--- src/rtl/control_sequencer.sv ---
// control_sequencer: hardwired T-step control unit for register-register ALU instructions.
// Define SINGLE_STEP_EN to park in PAUSE after every instruction until a step pulse.
module control_sequencer #(
    parameter int NREG = 16,
    parameter int OPW  = 5,
    parameter int NOPS = 13
) (
    input  logic            clock,
    input  logic            clear,
    input  logic [31:0]     IR,
    input  logic            mem_ready,
    input  logic            run_req,
    input  logic            step,
    output logic [NREG-1:0] Rin,
    output logic [NREG-1:0] Rout,
    output logic [NOPS-1:0] alu_ops,
    output logic            PCout,
    output logic            PCin,
    output logic            IncPC,
    output logic            MARin,
    output logic            MDRin,
    output logic            MDRout,
    output logic            MDMuxread,
    output logic            IRin,
    output logic            Yin,
    output logic            Zlowin,
    output logic            Zhighin,
    output logic            Zlowout,
    output logic            Zhighout,
    output logic            HIin,
    output logic            LOin,
    output logic            busy,
    output logic            halted,
    output logic            illegal
);

    localparam int RW = 4;

    localparam logic [OPW-1:0] OP_NEG      = OPW'(9);
    localparam logic [OPW-1:0] OP_NOT      = OPW'(10);
    localparam logic [OPW-1:0] OP_MUL      = OPW'(11);
    localparam logic [OPW-1:0] OP_DIV      = OPW'(12);
    localparam logic [OPW-1:0] OP_LAST_ALU = OPW'(NOPS - 1);
    localparam logic [OPW-1:0] OP_NOP      = OPW'(24);
    localparam logic [OPW-1:0] OP_HALT     = OPW'(25);

    typedef enum logic [3:0] {
        S_IDLE = 4'd0,
        S_T0   = 4'd1,
        S_T1   = 4'd2,
        S_T2   = 4'd3,
        S_T3   = 4'd4,
        S_T4   = 4'd5,
        S_T5   = 4'd6,
        S_T6   = 4'd7,
        S_HALT = 4'd8
`ifdef SINGLE_STEP_EN
        , S_PAUSE = 4'd9
`endif
    } state_t;

    state_t         state;
    state_t         next_state;
    state_t         done_state;

    logic [OPW-1:0] ir_op;
    logic [RW-1:0]  ir_rb;
    logic [OPW-1:0] op_q;
    logic [RW-1:0]  ra_q;
    logic [RW-1:0]  rc_q;
    logic           illegal_q;

    function automatic logic op_is_alu(input logic [OPW-1:0] op);
        return op <= OP_LAST_ALU;
    endfunction

    function automatic logic op_is_unary(input logic [OPW-1:0] op);
        return (op == OP_NEG) || (op == OP_NOT);
    endfunction

    function automatic logic op_is_wide(input logic [OPW-1:0] op);
        return (op == OP_MUL) || (op == OP_DIV);
    endfunction

    function automatic logic op_is_legal(input logic [OPW-1:0] op);
        return op_is_alu(op) || (op == OP_NOP) || (op == OP_HALT);
    endfunction

    function automatic logic [NREG-1:0] reg_sel(input logic [RW-1:0] r);
        return NREG'(1) << r;
    endfunction

    function automatic logic [NOPS-1:0] op_sel(input logic [OPW-1:0] op);
        return NOPS'(1) << op;
    endfunction

    assign ir_op = IR[31 -: OPW];
    assign ir_rb = IR[22:19];

`ifdef SINGLE_STEP_EN
    logic unused_ir_bits;
    assign unused_ir_bits = ^IR[14:0];
    assign done_state     = S_PAUSE;
`else
    logic unused_inputs;
    assign unused_inputs = ^{IR[14:0], step};
    assign done_state    = run_req ? S_T0 : S_IDLE;
`endif

    always_ff @(posedge clock or posedge clear) begin
        if (clear) begin
            state <= S_IDLE;
        end else begin
            state <= next_state;
        end
    end

    // T3 is the first cycle the datapath IR is valid; later steps use this snapshot.
    always_ff @(posedge clock or posedge clear) begin
        if (clear) begin
            op_q      <= '0;
            ra_q      <= '0;
            rc_q      <= '0;
            illegal_q <= 1'b0;
        end else if (state == S_T3) begin
            op_q <= ir_op;
            ra_q <= IR[26:23];
            rc_q <= IR[18:15];
            if (!op_is_legal(ir_op)) begin
                illegal_q <= 1'b1;
            end
        end
    end

    always_comb begin
        next_state = state;
        Rin        = '0;
        Rout       = '0;
        alu_ops    = '0;
        PCout      = 1'b0;
        PCin       = 1'b0;
        IncPC      = 1'b0;
        MARin      = 1'b0;
        MDRin      = 1'b0;
        MDRout     = 1'b0;
        MDMuxread  = 1'b0;
        IRin       = 1'b0;
        Yin        = 1'b0;
        Zlowin     = 1'b0;
        Zhighin    = 1'b0;
        Zlowout    = 1'b0;
        Zhighout   = 1'b0;
        HIin       = 1'b0;
        LOin       = 1'b0;
        busy       = 1'b0;
        halted     = 1'b0;
        illegal    = illegal_q;

        case (state)
            S_IDLE: begin
                if (run_req) begin
                    next_state = S_T0;
                end
            end

            S_T0: begin
                busy       = 1'b1;
                PCout      = 1'b1;
                MARin      = 1'b1;
                IncPC      = 1'b1;
                Zlowin     = 1'b1;
                next_state = S_T1;
            end

            // Loads are gated by mem_ready so PC and MDR update exactly once per fetch.
            S_T1: begin
                busy      = 1'b1;
                MDMuxread = 1'b1;
                if (mem_ready) begin
                    Zlowout    = 1'b1;
                    PCin       = 1'b1;
                    MDRin      = 1'b1;
                    next_state = S_T2;
                end
            end

            S_T2: begin
                busy       = 1'b1;
                MDRout     = 1'b1;
                IRin       = 1'b1;
                next_state = S_T3;
            end

            S_T3: begin
                busy = 1'b1;
                if (op_is_alu(ir_op)) begin
                    Rout = reg_sel(ir_rb);
                    if (op_is_unary(ir_op)) begin
                        alu_ops    = op_sel(ir_op);
                        Zlowin     = 1'b1;
                        next_state = S_T5;
                    end else begin
                        Yin        = 1'b1;
                        next_state = S_T4;
                    end
                end else if (ir_op == OP_HALT) begin
                    next_state = S_HALT;
                end else begin
                    next_state = done_state;
                end
            end

            S_T4: begin
                busy       = 1'b1;
                Rout       = reg_sel(rc_q);
                alu_ops    = op_sel(op_q);
                Zlowin     = 1'b1;
                Zhighin    = op_is_wide(op_q);
                next_state = S_T5;
            end

            S_T5: begin
                busy    = 1'b1;
                Zlowout = 1'b1;
                if (op_is_wide(op_q)) begin
                    LOin       = 1'b1;
                    next_state = S_T6;
                end else begin
                    Rin        = reg_sel(ra_q);
                    next_state = done_state;
                end
            end

            S_T6: begin
                busy       = 1'b1;
                Zhighout   = 1'b1;
                HIin       = 1'b1;
                next_state = done_state;
            end

            S_HALT: begin
                halted = 1'b1;
            end

`ifdef SINGLE_STEP_EN
            S_PAUSE: begin
                if (step) begin
                    next_state = S_T0;
                end
            end
`endif

            default: begin
                next_state = S_IDLE;
            end
        endcase
    end

endmodule
--- config.mk ---
export PLATFORM = sky130hd
export DESIGN_NAME = control_sequencer
export DESIGN_NICKNAME = d
export VERILOG_FILES = /design/src/rtl/control_sequencer.sv
export SDC_FILE = /design/constraint.sdc
export NUM_CORES = 1
export LEC_CHECK = 0
export BUFFER_PORTS_ARGS = -buffer_cell sky130_fd_sc_hd__buf_2
export CORE_UTILIZATION = 42
export CTS_CLUSTER_DIAMETER = 50
export DETAILED_ROUTE_END_ITERATION = 8
export GPL_TIMING_DRIVEN = 1
export HOLD_SLACK_MARGIN = 0.15
export MAX_ROUTING_LAYER = met4
export PLACE_DENSITY = 0.8
export SLEW_MARGIN = 20
export SYNTH_ARGS = -nofsm -noshare
export SYNTH_HDL_FRONTEND = slang
export SYNTH_SLANG_ARGS = --single-unit
--- constraint.sdc ---
create_clock -name clock -period 2.15 [get_ports clock]
set_input_delay 0.215 -clock clock [delete_from_list [all_inputs] [get_ports clock]]
set_output_delay 0.215 -clock clock [all_outputs]
set_load 0.02 [all_outputs]
# [Word-level counts from Yosys, hierarchy flattened]
# Index checks and enable logic that the tools add are counted.
[totals] output_inout_bits=63 inputBits=37 register_bits=18
[op_classes] shift=5 n_mux=33 order_cmp=1 bitwise=2 reduce_logical=9 eq_ne=16
[ops] operator="2-to-1 mux 16 bit" count=3
[ops] operator="<< shifter 1 x 4 -> 16 bit (first input constant)" count=3
[ops] operator="one-hot mux 4 bit (9 select lines)" count=1
[ops] operator="one-hot mux 16 bit (2 select lines)" count=1
[ops] operator="2-to-1 mux 13 bit" count=2
[ops] operator="one-hot mux 13 bit (2 select lines)" count=1
[ops] operator="<< shifter 1 x 5 -> 13 bit (first input constant)" count=2
[ops] operator="equality test 5 x 4 -> 1 bit (second input constant)" count=4
[ops] operator="2-to-1 mux 1 bit" count=17
[ops] operator="equality test 4 x 3 -> 1 bit (second input constant)" count=4
[ops] operator="2-to-1 mux 4 bit" count=4
[ops] operator="equality test 5 bit (second input constant)" count=2
[ops] operator="equality test 4 x 2 -> 1 bit (second input constant)" count=2
[ops] operator="OR reduction 7 bit" count=1
[ops] operator="less-or-equal comparator 5 x 4 -> 1 bit (second input constant)" count=1
[ops] operator="equality test 4 x 1 -> 1 bit (second input constant)" count=1
[ops] operator="equality test 4 bit (second input constant)" count=1
[ops] operator="logical NOT 4 bit" count=1
[ops] operator="logical OR 1 bit" count=4
[ops] operator="inequality test 2 bit (second input constant)" count=2
[ops] operator="one-hot mux 1 bit (2 select lines)" count=2
[ops] operator="2-to-1 mux 3 bit" count=1
[ops] operator="AND reduction 3 bit" count=1
[ops] operator="2-to-1 mux 2 bit" count=1
[ops] operator="3 further kinds" count=4

# [Longest topological paths before layout]
[logic_depth] depth_word=5 ltp_mapped=5 mapped_depth_nobuf=4

# [Least setup slack after synthesis]
# Ideal clock, no wire load.
[synth_timing] path_type="reg2out" from="register state[2]" to="output port Zlowout" required_ns=1.935 path_stages_with_launch=6 path_buffers=1 t_arrival_ns=1.842 setup_slack_ns=0.093 path_cell_list="dfrtp_1 > buf_4 > or2b_1 > nor3_1 > and2_1 > or2b_1"
[synth_via] elab_chain_cells=2 elab_cells_between_ends=3
[synth_lines] item="start: declaration" line="62" rtl="state_t state;"
[synth_lines] item="start signal: assignment" line="114" rtl="state <= next_state;"
[synth_lines] item="equality test 4 x 3 -> 1 bit or equality test 4 x 2 -> 1 bit (tied branches)" line="159" rtl="case (state)"
[synth_lines] item="one-hot mux 1 bit (2 select lines) (*)" line="159"
[synth_lines] item="end: declaration" line="28" rtl="output logic Zlowout,"
# Mark *: on every way between the ends. The rest lies on a longest branch, timed or not.

# [Worst setup path in the final report]
[layout_timing] from="register state[0]" to="output port Rout[10]"
[layout_via] elab_chain_cells=2 elab_cells_between_ends=3
[layout_lines] item="equality test 4 x 3 -> 1 bit" line="159"
[layout_lines] item="one-hot mux 16 bit (2 select lines) (*)" line="159"
[layout_lines] item="end: declaration" line="15" rtl="output logic [NREG-1:0] Rout,"
# Marks and branches as above.

==> results.py <==
metrics = {
    "status": {
        "status": "complete, but fails checks",
        "violations": "negative setup slack",
    },
    "layout": {
        "diodes": 0,
        "fill_cells": 219,
        "area_growth_pct": 76.4,
        "drive_gt1_share_pct": 59.5,
        "final_cells": 347,
        "final_cell_area_mm2": 0.00267,
        "num-nets-final": 339,
    },
    "clock_network": {
        "insertion_delay_ns": 0.30,
        "clock_sinks": 18,
        "cts_root_buf": "clkbuf_4",
        "ctsHtreeMaxLevel": 1,
        "clkSlewWorstSetupHoldPaths_ns": 0.12,
        "cts.path.max_buffers": 2,
        "cts_tree": "done",
        "cts_buffers": 3,
    },
    "critical_path": {
        "critPathKind": "reg2out",
        "rrSetupSlack_ns": 0.37,
        "crit_chain": "nor4b_4 > nand3b_4 > or3b_4 > o22ai_2 > buf_6",
        "cp_slowest_cell": "dfrtp_2",
        "crit_path_start_kind": "flip-flop",
        "reg2reg_from": "state[0]",
        "arrival_ns": 2.06,
        "end_kind": "output pin",
        "path_delay_family": "simple AND/OR/NAND/NOR gates",
        "r2r_cells": 6,
        "cp.required_ns": 1.93,
        "crit_cells": 5,
        "critPathCapture": "Rout[10]",
        "path_max_fanout": 5,
        "critical_path_buf_inv_count": 1,
        "r2r_end": "state[0]",
        "slowest_delay_ns": 0.46,
        "crit_start": "state[0]",
    },
    "placement": {
        "port_buffers": 83,
        "hpwl_mm": 3.28,
        "dpl_worst_slack_ns": 0.108,
        "place_inst": 308,
        "gp_congestion": 0.931,
        "placed_cell_area_mm2": 0.00197,
    },
    "floorplan": {
        "die_width_um": 62.0,
        "pin_count": 100,
        "die_y_um": 62.0,
        "rows": 21,
        "coreArea_mm2": 0.00339,
        "initial_core_util_pct": 44.6,
        "die_area_mm2": 0.00384,
    },
    "synth": {
        "syn_nets": 220,
        "syn_inst": 183,
        "ys.flop_type": "dfrtp_1",
        "yosys_warnings": 0,
        "synthArstFlopShare_pct": 100,
        "yosysSeqAreaShare_pct": 29.8,
        "syn_area_mm2": 0.00151,
        "synth-seq-cells": 18,
        "synth-edff-count": 0,
        "avgSynthCellArea_um2": 8.26,
        "synth_cell_types": 53,
    },
    "route": {
        "drtIter0Drc": 173,
        "vias": 2007,
        "vias_per_cell": 5.78,
        "antenna_left": 0,
        "drcViolationCount": 0,
        "routed_wl_mm": 5.82,
        "avgRoutedWirePerCell_um": 16.8,
        "dr.pass1.iters": 6,
    },
    "run": {
        "cap_violations": 0,
    },
    "timing": {
        "finalSetupTns_ns": -1.50,
        "finalCritPeriodShare_pct": 106,
        "max_slew.worst_pin.slew_ns": 0.765,
        "fin_worst_hold_slack_ns": 0.185,
        "fmax_ghz": 0.440,
        "min_period_ns": 2.28,
        "drv_slew": 0,
        "setup_slack_ns": -0.125,
        "rsz0062_at_grt": "true",
        "skew_ns": 0.00761,
        "relSlewSlack_pct": 48.9,
        "hold_viol": 0,
        "finalSetupViolations": 22,
    },
    "grt": {
        "grt_util_all_layers_pct": 27.4,
        "first_global_vias": 1530,
        "gr-total-overflow": 0,
        "antenna_found_initial": 0,
        "grt_max_degree": 19,
        "grt_first_pass_wirelength_mm": 7.42,
    },
    "pwr": {
        "p_leak_nw": 1.21,
        "power_density_mw_per_mm2": 969,
        "peakVddDrop_mv": 0.619,
    },
    "min_path": {
        "worst_hold_path_type": "in2reg",
    },
}
==> area by class of cell <==
cell class,instances,area (um2),share of cell area (%)
well taps,46,57.6,2.16
clock buffers,4,36.3,1.36
inverters,5,18.8,0.704
multi-input cells,149,1200,45.0
flip-flops and latches,18,455,17.1
repair buffers,125,900,33.7
==> power breakdown <==
group          switching [mW]  internal (mW)  total (mW)
Sequential              0.212          0.502       0.713
Clock                   0.117          0.103       0.220
Combinational           0.921          0.730        1.65
==> cells in the final DEF (no fill, tap or decap), types with 3 or more instances in the layout <==
cell type / netlist / routed
buf_2: 2 / 56
buf_4: 7 / 39
nor2_1: 32 / 24
buf_6: 1 / 21
dfrtp_1: 18 / 14
mux2_2: 11 / 11
o22ai_2: 0 / 11
nand2b_1: 11 / 10
nand2_1: 9 / 9
dlygate4sd3_1: 0 / 9
nor2_4: 0 / 6
nor3_1: 9 / 6
inv_1: 5 / 5
o22ai_1: 17 / 5
nor2b_1: 4 / 4
o21ai_0: 5 / 4
nor3_2: 1 / 4
dfrtp_2: 0 / 4
nand3_2: 0 / 3
or4_4: 1 / 3
a21oi_1: 3 / 3
clkbuf_4: 0 / 3
==> cells in the mapped netlist (2+ instances only) <==
| cell | number | area share [%] |
|---|---|---|
| nand2b_1 | 11 | 4.6 |
| or2_2 | 2 | 0.83 |
| a21oi_1 | 3 | 0.99 |
| buf_4 | 7 | 3.5 |
| nand3b_1 | 2 | 0.99 |
| nand3_1 | 3 | 0.99 |
| nor3_1 | 9 | 3.0 |
| buf_2 | 2 | 0.66 |
| inv_1 | 5 | 1.2 |
| nand4b_1 | 2 | 1.2 |
| nor2_1 | 32 | 7.9 |
| nand4_1 | 2 | 0.83 |
| mux2_2 | 11 | 8.2 |
| o21ai_0 | 5 | 1.7 |
| nor2b_1 | 4 | 1.7 |
| o21bai_1 | 2 | 0.99 |
| o22ai_1 | 17 | 7.0 |
| or2b_1 | 2 | 0.99 |
| or4_1 | 2 | 0.99 |
| or3_1 | 2 | 0.83 |
| dfrtp_1 | 18 | 30 |
| nand2_1 | 9 | 2.2 |
==> timing repair <==
action                                  CTS  global route
endpoints found under the hold margin    25             1
hold buffers                              8             1
gates resized for setup                  28            67
endpoints found under the setup margin   41            46
pin swaps                                 8             9
setup buffers                            12            14
==> registers in the layout (all words and copies together) (netlist names) <==
| register | cells |
|---|---|
| illegal | 1 |
| op_q | 5 |
| ra_q | 4 |
| rc_q | 4 |
| state | 4 |
==> per-stage QoR <==
stage                     total power, mW  utilization, %
after floorplan                      1.55               -
after global placement               1.81            58.1
after detailed placement             1.84            58.1
after CTS                            2.23            67.3
after global routing                 2.74            78.7
final                                2.58            78.7
==> layer usage <==
layer	part of all wire (%)	wire, um	GRT usage [%]	vias up
li1	-	-	-	909
met1	42	2440	37.5	959
met2	49	2850	40.3	125
met3	7.0	406	5.38	14
met4	2.1	125	9.84	0
met5	0	0	-	-
==> cell families after synthesis <==
kind of cell,after synthesis,synth area share [%]
xor gates and xnor gates,2,1.16
and+or+nand+nor,96,36.8
AOI/OAI and AO/OA,39,17.1
muxes,12,8.86
buffers and inverters,16,6.37
DFF,18,29.8
==> how the worst min path moves through the flow <==
stage / startpoint / to / slack (ns) / depth (start not counted)
after floorplan: clear / illegal / 0.15 / 1
after global placement: clear / rc_q[2] / 0.36 / 2
after detailed placement: clear / illegal / 0.36 / 2
after CTS: IR[15] / rc_q[0] / 0.15 / 2
after global routing: IR[29] / op_q[2] / 0.19 / 3
final: IR[29] / op_q[2] / 0.19 / 3
==> tightest hold or removal path, delay by kind of cell <==
kind            cells  cell delay [ns]
simple gates        1             0.06
buf+inv             1             0.13
compound gates      1             0.06
Power figures use the tool's default switching activity.
